**src/rtl/nsa_pkg.sv**
```systemverilog
// Shared types and constants for the nibble-serial adder.
// Holds the FSM encoding, the slice width and a counter-width helper.
package nsa_pkg;

    typedef enum logic [1:0] {
        IDLE = 2'd0,
        ADD  = 2'd1,
        DONE = 2'd2
    } state_t;

    localparam int NIBBLE_W = 4;

    // Bits needed to count 0..n-1, never less than one.
    function automatic int cnt_width(input int n);
        return (n <= 1) ? 1 : $clog2(n);
    endfunction

endpackage

```
**src/rtl/add4_slice.sv**
```systemverilog
// Purpose: combinational 4-bit ripple add exposing the carry into bit 3.
// Latency: zero cycles, pure combinational.
// Backpressure: none, no handshake.
module add4_slice (
    input  logic [3:0] a4,
    input  logic [3:0] b4,
    input  logic       ci,
    output logic [3:0] s4,
    output logic       co,
    output logic       c3
);

    logic [4:0] c;

    always_comb begin
        c    = '0;
        s4   = '0;
        c[0] = ci;
        for (int i = 0; i < 4; i++) begin
            s4[i]  = a4[i] ^ b4[i] ^ c[i];
            c[i+1] = (a4[i] & b4[i]) | (a4[i] & c[i]) | (b4[i] & c[i]);
        end
    end

    assign co = c[4];
    assign c3 = c[3];

endmodule

```
**src/rtl/nibble_serial_adder.sv**
```systemverilog
// Purpose: WIDTH-bit adder, one nibble per step LSB first; NSA_SETTLE_WAIT_EN adds per-nibble settle wait.
// Latency: start edge to done edge is NIB cycles, or NIB*(SETTLE_CYCLES+1) with NSA_SETTLE_WAIT_EN.
// Backpressure: none; start is ignored while busy, result held until the next accepted start.
module nibble_serial_adder
    import nsa_pkg::*;
#(
    parameter int WIDTH         = 16,
    parameter int SETTLE_CYCLES = 3
) (
    input  logic             clk,
    input  logic             rst,
    input  logic             start,
    input  logic [WIDTH-1:0] a,
    input  logic [WIDTH-1:0] b,
    input  logic             c_in,
    output logic             busy,
    output logic             done,
    output logic [WIDTH-1:0] s,
    output logic             c_out,
    output logic             overflow
);

    localparam int NIB   = WIDTH / NIBBLE_W;
    localparam int CNT_W = cnt_width(NIB);
    localparam logic [CNT_W-1:0] LAST_NIB = CNT_W'(NIB - 1);

    if ((WIDTH % NIBBLE_W) != 0 || WIDTH < NIBBLE_W || SETTLE_CYCLES < 0) begin : g_bad_param
        $error("nibble_serial_adder: bad WIDTH or SETTLE_CYCLES");
    end

    state_t                    state;
    logic [WIDTH-1:0]          a_sh;
    logic [WIDTH-1:0]          b_sh;
    logic [WIDTH-1:0]          res;
    logic                      carry;
    logic [CNT_W-1:0]          cnt;
    logic [NIBBLE_W-1:0]       sum4;
    logic                      slice_co;
    logic                      slice_c3;
    logic                      step_en;
    logic [WIDTH+NIBBLE_W-1:0] res_cat;
    logic [WIDTH-1:0]          res_next;

    add4_slice u_slice (
        .a4 (a_sh[NIBBLE_W-1:0]),
        .b4 (b_sh[NIBBLE_W-1:0]),
        .ci (carry),
        .s4 (sum4),
        .co (slice_co),
        .c3 (slice_c3)
    );

    // New sum nibble enters at the top so the LSB nibble ends up at bit 0.
    assign res_cat  = {sum4, res};
    assign res_next = res_cat[WIDTH+NIBBLE_W-1:NIBBLE_W];

`ifdef NSA_SETTLE_WAIT_EN
    localparam int WAIT_W = cnt_width(SETTLE_CYCLES + 1);
    localparam logic [WAIT_W-1:0] WAIT_LAST = WAIT_W'(SETTLE_CYCLES);

    logic [WAIT_W-1:0] wait_cnt;

    always_ff @(posedge clk) begin
        if (rst || state != ADD || step_en) begin
            wait_cnt <= '0;
        end else begin
            wait_cnt <= wait_cnt + 1'b1;
        end
    end

    assign step_en = (wait_cnt == WAIT_LAST);
`else
    assign step_en = 1'b1;
`endif

    always_ff @(posedge clk) begin
        if (rst) begin
            state    <= IDLE;
            busy     <= 1'b0;
            done     <= 1'b0;
            s        <= '0;
            c_out    <= 1'b0;
            overflow <= 1'b0;
            cnt      <= '0;
            carry    <= 1'b0;
            a_sh     <= '0;
            b_sh     <= '0;
            res      <= '0;
        end else begin
            case (state)
                IDLE, DONE: begin
                    done <= 1'b0;
                    if (start) begin
                        a_sh  <= a;
                        b_sh  <= b;
                        carry <= c_in;
                        cnt   <= '0;
                        busy  <= 1'b1;
                        state <= ADD;
                    end else begin
                        state <= IDLE;
                    end
                end
                ADD: begin
                    if (step_en) begin
                        a_sh  <= a_sh >> NIBBLE_W;
                        b_sh  <= b_sh >> NIBBLE_W;
                        carry <= slice_co;
                        res   <= res_next;
                        cnt   <= cnt + 1'b1;
                        if (cnt == LAST_NIB) begin
                            s        <= res_next;
                            c_out    <= slice_co;
                            overflow <= slice_c3 ^ slice_co;
                            busy     <= 1'b0;
                            done     <= 1'b1;
                            state    <= DONE;
                        end
                    end
                end
                default: begin
                    busy  <= 1'b0;
                    done  <= 1'b0;
                    state <= IDLE;
                end
            endcase
        end
    end

endmodule

```
**config.mk**
```make
export PLATFORM = sky130hd
export DESIGN_NAME = nibble_serial_adder
export DESIGN_NICKNAME = d
export VERILOG_FILES = /design/src/rtl/nsa_pkg.sv /design/src/rtl/add4_slice.sv /design/src/rtl/nibble_serial_adder.sv
export SDC_FILE = /design/constraint.sdc
export NUM_CORES = 1
export LEC_CHECK = 0
export BUFFER_PORTS_ARGS = -buffer_cell sky130_fd_sc_hd__buf_2
export CAP_MARGIN = 20
export CORE_ASPECT_RATIO = 1.4
export CORE_MARGIN = 8
export CORE_UTILIZATION = 35
export CTS_CLUSTER_SIZE = 25
export DETAILED_ROUTE_END_ITERATION = 16
export PLACE_DENSITY_LB_ADDON = 0.15
export SYNTH_ARGS = -nofsm -noshare
export SYNTH_HDL_FRONTEND = slang
export SYNTH_SLANG_ARGS = --single-unit
```
**constraint.sdc**
```tcl
create_clock -name clk -period 2.2 [get_ports clk]
set_input_delay 0.66 -clock clk [delete_from_list [all_inputs] [get_ports clk]]
set_output_delay 0.66 -clock clk [all_outputs]
set_load 0.02 [all_outputs]
```
==> results of run 1 <==
-- metal layers --
metal / part of all wire [%] / global-route usage [%] / vias up
li1: - / - / 1216
met1: 44 / 13.2 / 1090
met2: 49 / 20.2 / 44
met3: 4.7 / 3.65 / 13
met4: 2.2 / 6.78 / 0
met5: 0 / 0 / -
-- layout make-up --
class | count | area, um^2
timing repair buffer | 62 | 378
clock buffer | 10 | 138
multi-input combinational | 234 | 1230
inverter | 7 | 26.3
clock inverter | 6 | 62.6
tap | 100 | 125
fill | 851 | 4360
sequential | 69 | 1380
-- state kept, by name, indices dropped and copies added, names as in the netlist --
| register | flops |
|---|---|
| carry | 1 |
| busy | 1 |
| overflow | 1 |
| done | 1 |
| s | 16 |
| b_sh | 16 |
| cnt | 2 |
| state | 2 |
| a_sh | 16 |
| c_out | 1 |
| res | 12 |
-- what timing repair did --
item | CTS | global route
gates resized for setup | 2 | 12
pin swaps | 0 | 5
endpoints found under the setup margin | 3 | 3
-- worst max-delay path by stage --
stage / end / slack [ns] / cells past startpoint
2_1_floorplan: res[15] / 0.12 / 8
3_3_place_gp: s[15] / 0.06 / 8
3_5_place_dp: overflow / 0.01 / 10
4_1_cts: s[15] / 0.04 / 8
5_1_grt: s[15] / -0.06 / 8
6_report: s[15] / 0.02 / 8
-- cells in the mapped netlist --
master     number  area, um^2
buf_4           5        37.5
buf_2          14        70.1
a211oi_1        5        37.5
a311oi_2        1        15.0
a311oi_1       23         201
buf_6           2        22.5
nor3_1          1        5.00
nand3b_1        1        7.51
ha_1            1        12.5
o21a_1          1        7.51
nor2b_1         2        12.5
inv_1           7        26.3
xnor2_1         1        8.76
nand2b_1        3        18.8
dfxtp_1        69        1380
nand3_1        11        55.1
a21oi_1        37         185
and3b_1         1        8.76
nand2_1       107         402
clkbuf_1        8        30.0
nor2_1         33         124
o21ai_0         1        5.00
fa_1            4        80.1
a2bb2oi_1       1        8.76
-- worst register-to-register path: stages, from the launching register on --
cell and delay [ns]:
dfxtp_2 0.33, inv_2 0.05, fa_2 0.19, inv_2 0.04
fa_2 0.39, fa_2 0.41, inv_2 0.08, fa_2 0.44
a211oi_2 0.17
-- stage by stage --
step	hold WS [ns]	util [%]
after floorplan	0.432	-
after global placement	0.441	40.4
after detailed placement	0.446	40.4
after CTS	0.456	43.0
after global routing	0.474	43.4
final	0.453	43.4
-- logic make-up after synthesis --
| group | Yosys count | synth area share (%) |
|---|---|---|
| AOI/OAI and AO/OA | 69 | 16.7 |
| xor gates and xnor gates | 1 | 0.317 |
| adders and majority gates | 5 | 3.35 |
| buffers and inverters | 36 | 6.75 |
| DFF | 69 | 50.0 |
| and+or+nand+nor | 159 | 22.9 |
-- where the power goes --
part	leakage [nW]	total, mW	switching, mW	internal (mW)
Sequential	0.564	1.36	0.0416	1.32
Combinational	0.661	0.316	0.183	0.133
Clock	0.0943	1.03	0.477	0.550
Total	1.32	2.70	0.701	2.00
==> flow_metrics.tcl, run 1 <==
set metrics [dict create \
    fin_nets 424 \
    grt_pass1_vias 2298 \
    diodes 0 \
    post-place-ws_ns 0.00978 \
    fin_setup_tns_ns 0 \
    cpPeakStageDelay_ns 0.44 \
    holdPathEnd "s[4]" \
    finalInstanceArea_um2 3350 \
    rrSetupSlack_ns 0.02 \
    p_total_mw 2.70 \
    clock.fmax_mhz 460 \
    clk_latency_ns 0.34 \
    status "finished, final reports clean" \
    netlist_area_um2 2760 \
    placed_area_um2 3110 \
    place_hpwl_um 4200 \
    worst_setup_path_start_kind "register" \
    synth_nets 380 \
    crit_family "adder cells" \
    clk_pin_slew_ns 0.07 \
    synth_cells 339 \
    die_area_um2 11000 \
    syn_to_final_growth_pct 21.1 \
    start_util_pct 35.9 \
    gp_congestion 0.737 \
    max_slew.worst_pin.slew_ns 0.307 \
    ant_nets 0 \
    placed_cells 472 \
    min_from "s[4]" \
    wl_per_cell_um 13.3 \
    p_leak_nw 1.32 \
    vias_per_cell 4.84 \
    ys_seq_elements 69 \
    cts_tree "done" \
    route.vias.total 2363 \
    drt_iter0_drc 81 \
    die_x_um 91.1 \
    layout-drive-gt1-share_pct 24.5 \
    drtPass1Iterations 4 \
    synth_warnings 0 \
    avgSynthCellArea_um2 8.15 \
    seq_area_frac_synth_pct 50.0 \
    rr_worst_depth 8 \
    postCtsSetupRepairBufs 0 \
    critical_path.most_common_cell "fa_2" \
    ir_worst_vdd_uv 340 \
    io_pins 56 \
    cts.sink_count 69 \
    maxCapViolCount 0 \
    portBuffers 55 \
    skew_ns 0.0128 \
    worstPathArrival_ns 2.44 \
    drc_errors 0 \
    maxSlewHeadroom_pct 79.5 \
    clk_path_buf_depth 2 \
    setup_viol 0 \
    rsz0062_at_grt "yes" \
    critical_path_class "reg2reg" \
    overflow 0 \
    crit_start "a_sh[0]" \
    r2r-start "a_sh[0]" \
    core_um2 7700 \
    postCtsHoldBufs 0 \
    wl_um 6490 \
    finalWorstSetupSlack_ns 0.0244 \
    slowest_stage "fa_2" \
    htree_num_levels 3 \
    min_path_type "reg2reg" \
    grt_pass1_wl_um 10700 \
    antenna_found_initial 0 \
    fin_cells 488 \
    slew_viol_final 0 \
    crit_buf_inv 3 \
    worstHoldPathCells 2 \
    mostFrequentLayoutCells "nand2_1, dfxtp_1, buf_2, a21oi_1, nor2_1" \
    p_per_area_nw_per_um2 807 \
    cts-root-buf "clkbuf_8" \
    critPathMaxFanout 2 \
    numCtsBuffers 9 \
    crit_required_ns 2.46 \
    crit_chain "inv_2, fa_2, inv_2, fa_2, fa_2, inv_2, fa_2, a211oi_2" \
    r2r-end "s[15]" \
    ys_types 24 \
    fin_crit_sh_pct 98.9 \
    rows 38 \
    layout_commonest_cell "nand2_1" \
    period_minus_slack_ns 2.18 \
    grt_max_degree 73 \
    crit_path_end_kind "register" \
    hold_violations 0 \
    track_usage_pct 12.0 \
    die_y_um 121 \
]
Power figures use the tool's default switching activity.
==> run 2, diff against run 1 <==
--- a/config.mk
+++ b/config.mk
@@ -12,7 +12,6 @@
 export CORE_UTILIZATION = 35
 export CTS_CLUSTER_SIZE = 25
 export DETAILED_ROUTE_END_ITERATION = 16
-export PLACE_DENSITY_LB_ADDON = 0.15
 export SYNTH_ARGS = -nofsm -noshare
 export SYNTH_HDL_FRONTEND = slang
 export SYNTH_SLANG_ARGS = --single-unit
==> flow_metrics.tcl, run 2 (same netlist as run 1, synthesis figures left out) <==
set metrics [dict create \
    p_per_area_nw_per_um2 763 \
    holdPathEnd "s[11]" \
    skew_ns 0.00439 \
    rows 38 \
    postCtsHoldBufs 0 \
    rsz0062_at_grt "yes" \
    placed_area_um2 3110 \
    vias_per_cell 4.85 \
    die_y_um 121 \
    hold_ws_ns 0.449 \
    drc_errors 0 \
    clk_latency_ns 0.33 \
    io_pins 56 \
    largestRegisters "a_sh: 16 flops, b_sh: 16 flops, s: 16 flops" \
    finalInstanceArea_um2 3310 \
    antenna_found_initial 0 \
    route.vias.total 2370 \
    p_sw_mw 0.643 \
    worstPathArrival_ns 2.46 \
    grt_max_degree 73 \
    min_from "s[11]" \
    seqPwrFrac_pct 54.0 \
    layout_commonest_cell "nand2_1" \
    fillers 813 \
    rrSetupSlack_ns -0.008 \
    core_um2 7700 \
    layout-drive-gt1-share_pct 24.4 \
    syn_to_final_growth_pct 19.7 \
    post-place-ws_ns -0.0150 \
    clk_path_buf_depth 2 \
    min_path_type "reg2reg" \
    clk_pin_slew_ns 0.07 \
    setup_viol 1 \
    drtPass1Iterations 4 \
    max_slew.worst_pin.slew_ns 0.535 \
    utilization_pct 42.9 \
    ir_worst_vdd_uv 299 \
    critical_path_class "reg2reg" \
    maxCapViolCount 0 \
    start_util_pct 35.9 \
    hold_violations 0 \
    clock.fmax_mhz 453 \
    p_leak_nw 1.31 \
    die_area_um2 11000 \
    critPathMaxFanout 2 \
    mostFrequentLayoutCells "nand2_1, dfxtp_1, buf_2, a21oi_1, nor2_1" \
    comb_power_share_pct 12.3 \
    violations "setup timing" \
    finalWorstSetupSlack_ns -0.00797 \
    portBuffers 55 \
    cts.sink_count 69 \
    overflow 0 \
    diodes 0 \
    slew_viol_final 0 \
    crit_required_ns 2.45 \
    worst_setup_path_start_kind "register" \
    rr_worst_depth 8 \
    worstHoldPathCells 2 \
    cts-root-buf "clkbuf_8" \
    htree_num_levels 3 \
    track_usage_pct 11.9 \
    r2r-start "a_sh[0]" \
    fin_nets 426 \
    p_int_mw 1.88 \
    grt_pass1_wl_um 10600 \
    die_x_um 91.1 \
    numCtsBuffers 9 \
    gp_congestion 0.753 \
    r2r-end "s[15]" \
    wl_um 6450 \
    grt_pass1_vias 2326 \
    ant_nets 0 \
    crit_path_end_kind "register" \
    drt_iter0_drc 91 \
    clock_power_share_pct 33.7 \
    status "finished, violations left" \
    period_minus_slack_ns 2.21 \
    wl_per_cell_um 13.2 \
    place_hpwl_um 4460 \
    cts_tree "done" \
    p_total_mw 2.52 \
    fin_crit_sh_pct 100 \
    swShare_pct 25.5 \
    maxSlewHeadroom_pct 64.4 \
]
run 2: cell count changes in the layout (fill, tap and decap cells not counted):
cell / previous run / this run
dfxtp_2: 1 / 3
a21oi_1: 37 / 36
buf_12: 4 / 3
clkbuf_1: 0 / 3
clkinvlp_4: 3 / 0
a2bb2oi_2: 1 / 0
a21oi_2: 0 / 1
dfxtp_1: 68 / 66
buf_4: 3 / 6
bufinv_16: 1 / 0
a2bb2oi_1: 0 / 1
run 2: timing repair:
action                                 4_1_cts  5_1_grt
gates cloned                                 0        0
pin swaps                                    0        8
buffers inserted                             0        0
setup endpoints to repair                    1        4
resized for setup                            2       14
endpoints found under the hold margin        0        0
run 2: worst max path at each step:
stage                 start       end  slack [ns]
global placement    a_sh[0]     s[15]        0.07
detailed placement  a_sh[0]     s[15]       -0.02
CTS                 a_sh[0]  overflow       0.008
floorplan           a_sh[0]   res[15]        0.12
global route          carry     s[15]       -0.06
finish              a_sh[0]     s[15]      -0.008
run 2: worst max-delay path, stage by stage, from the launching register on:
cell and delay [ns]:
dfxtp_2 0.33, inv_2 0.06, fa_2 0.19, inv_2 0.04, fa_2 0.36, fa_2 0.40
inv_2 0.08, fa_2 0.44, a211oi_2 0.23
run 2: area by class of cell:
class	instances	area, um^2	share of cell area, %
clock buffer	13	149	4.50
clock inverter	2	10.0	0.303
inverter	7	26.3	0.795
multi-input combinational	234	1230	37.2
sequential	69	1390	41.9
tap	100	125	3.78
timing repair buffer	64	380	11.5
run 2: layer usage:
layer | vias to the layer above | share of wire (%) | global-route usage [%]
met5 | - | 0 | 0
met4 | 0 | 2.7 | 8.02
met3 | 10 | 4.6 | 3.22
met2 | 46 | 48 | 20.0
met1 | 1095 | 45 | 13.0
li1 | 1219 | - | -
run 2: power by group through the flow:
stage          combinational [mW]  sequential, mW  clock, mW
5_1_grt                     0.349            1.37      0.938
2_1_floorplan               0.219            1.38          0
4_1_cts                     0.303            1.36      0.888
3_3_place_gp                0.296            1.39          0
6_report                    0.309            1.36      0.850
3_5_place_dp                0.300            1.39          0
run 2: per-stage QoR:
stage,std cells,setup TNS (ns)
4_1_cts,489,0
3_5_place_dp,474,-0.0150
2_1_floorplan,339,0
6_report,489,-0.00797
5_1_grt,489,-0.101
3_3_place_gp,474,0
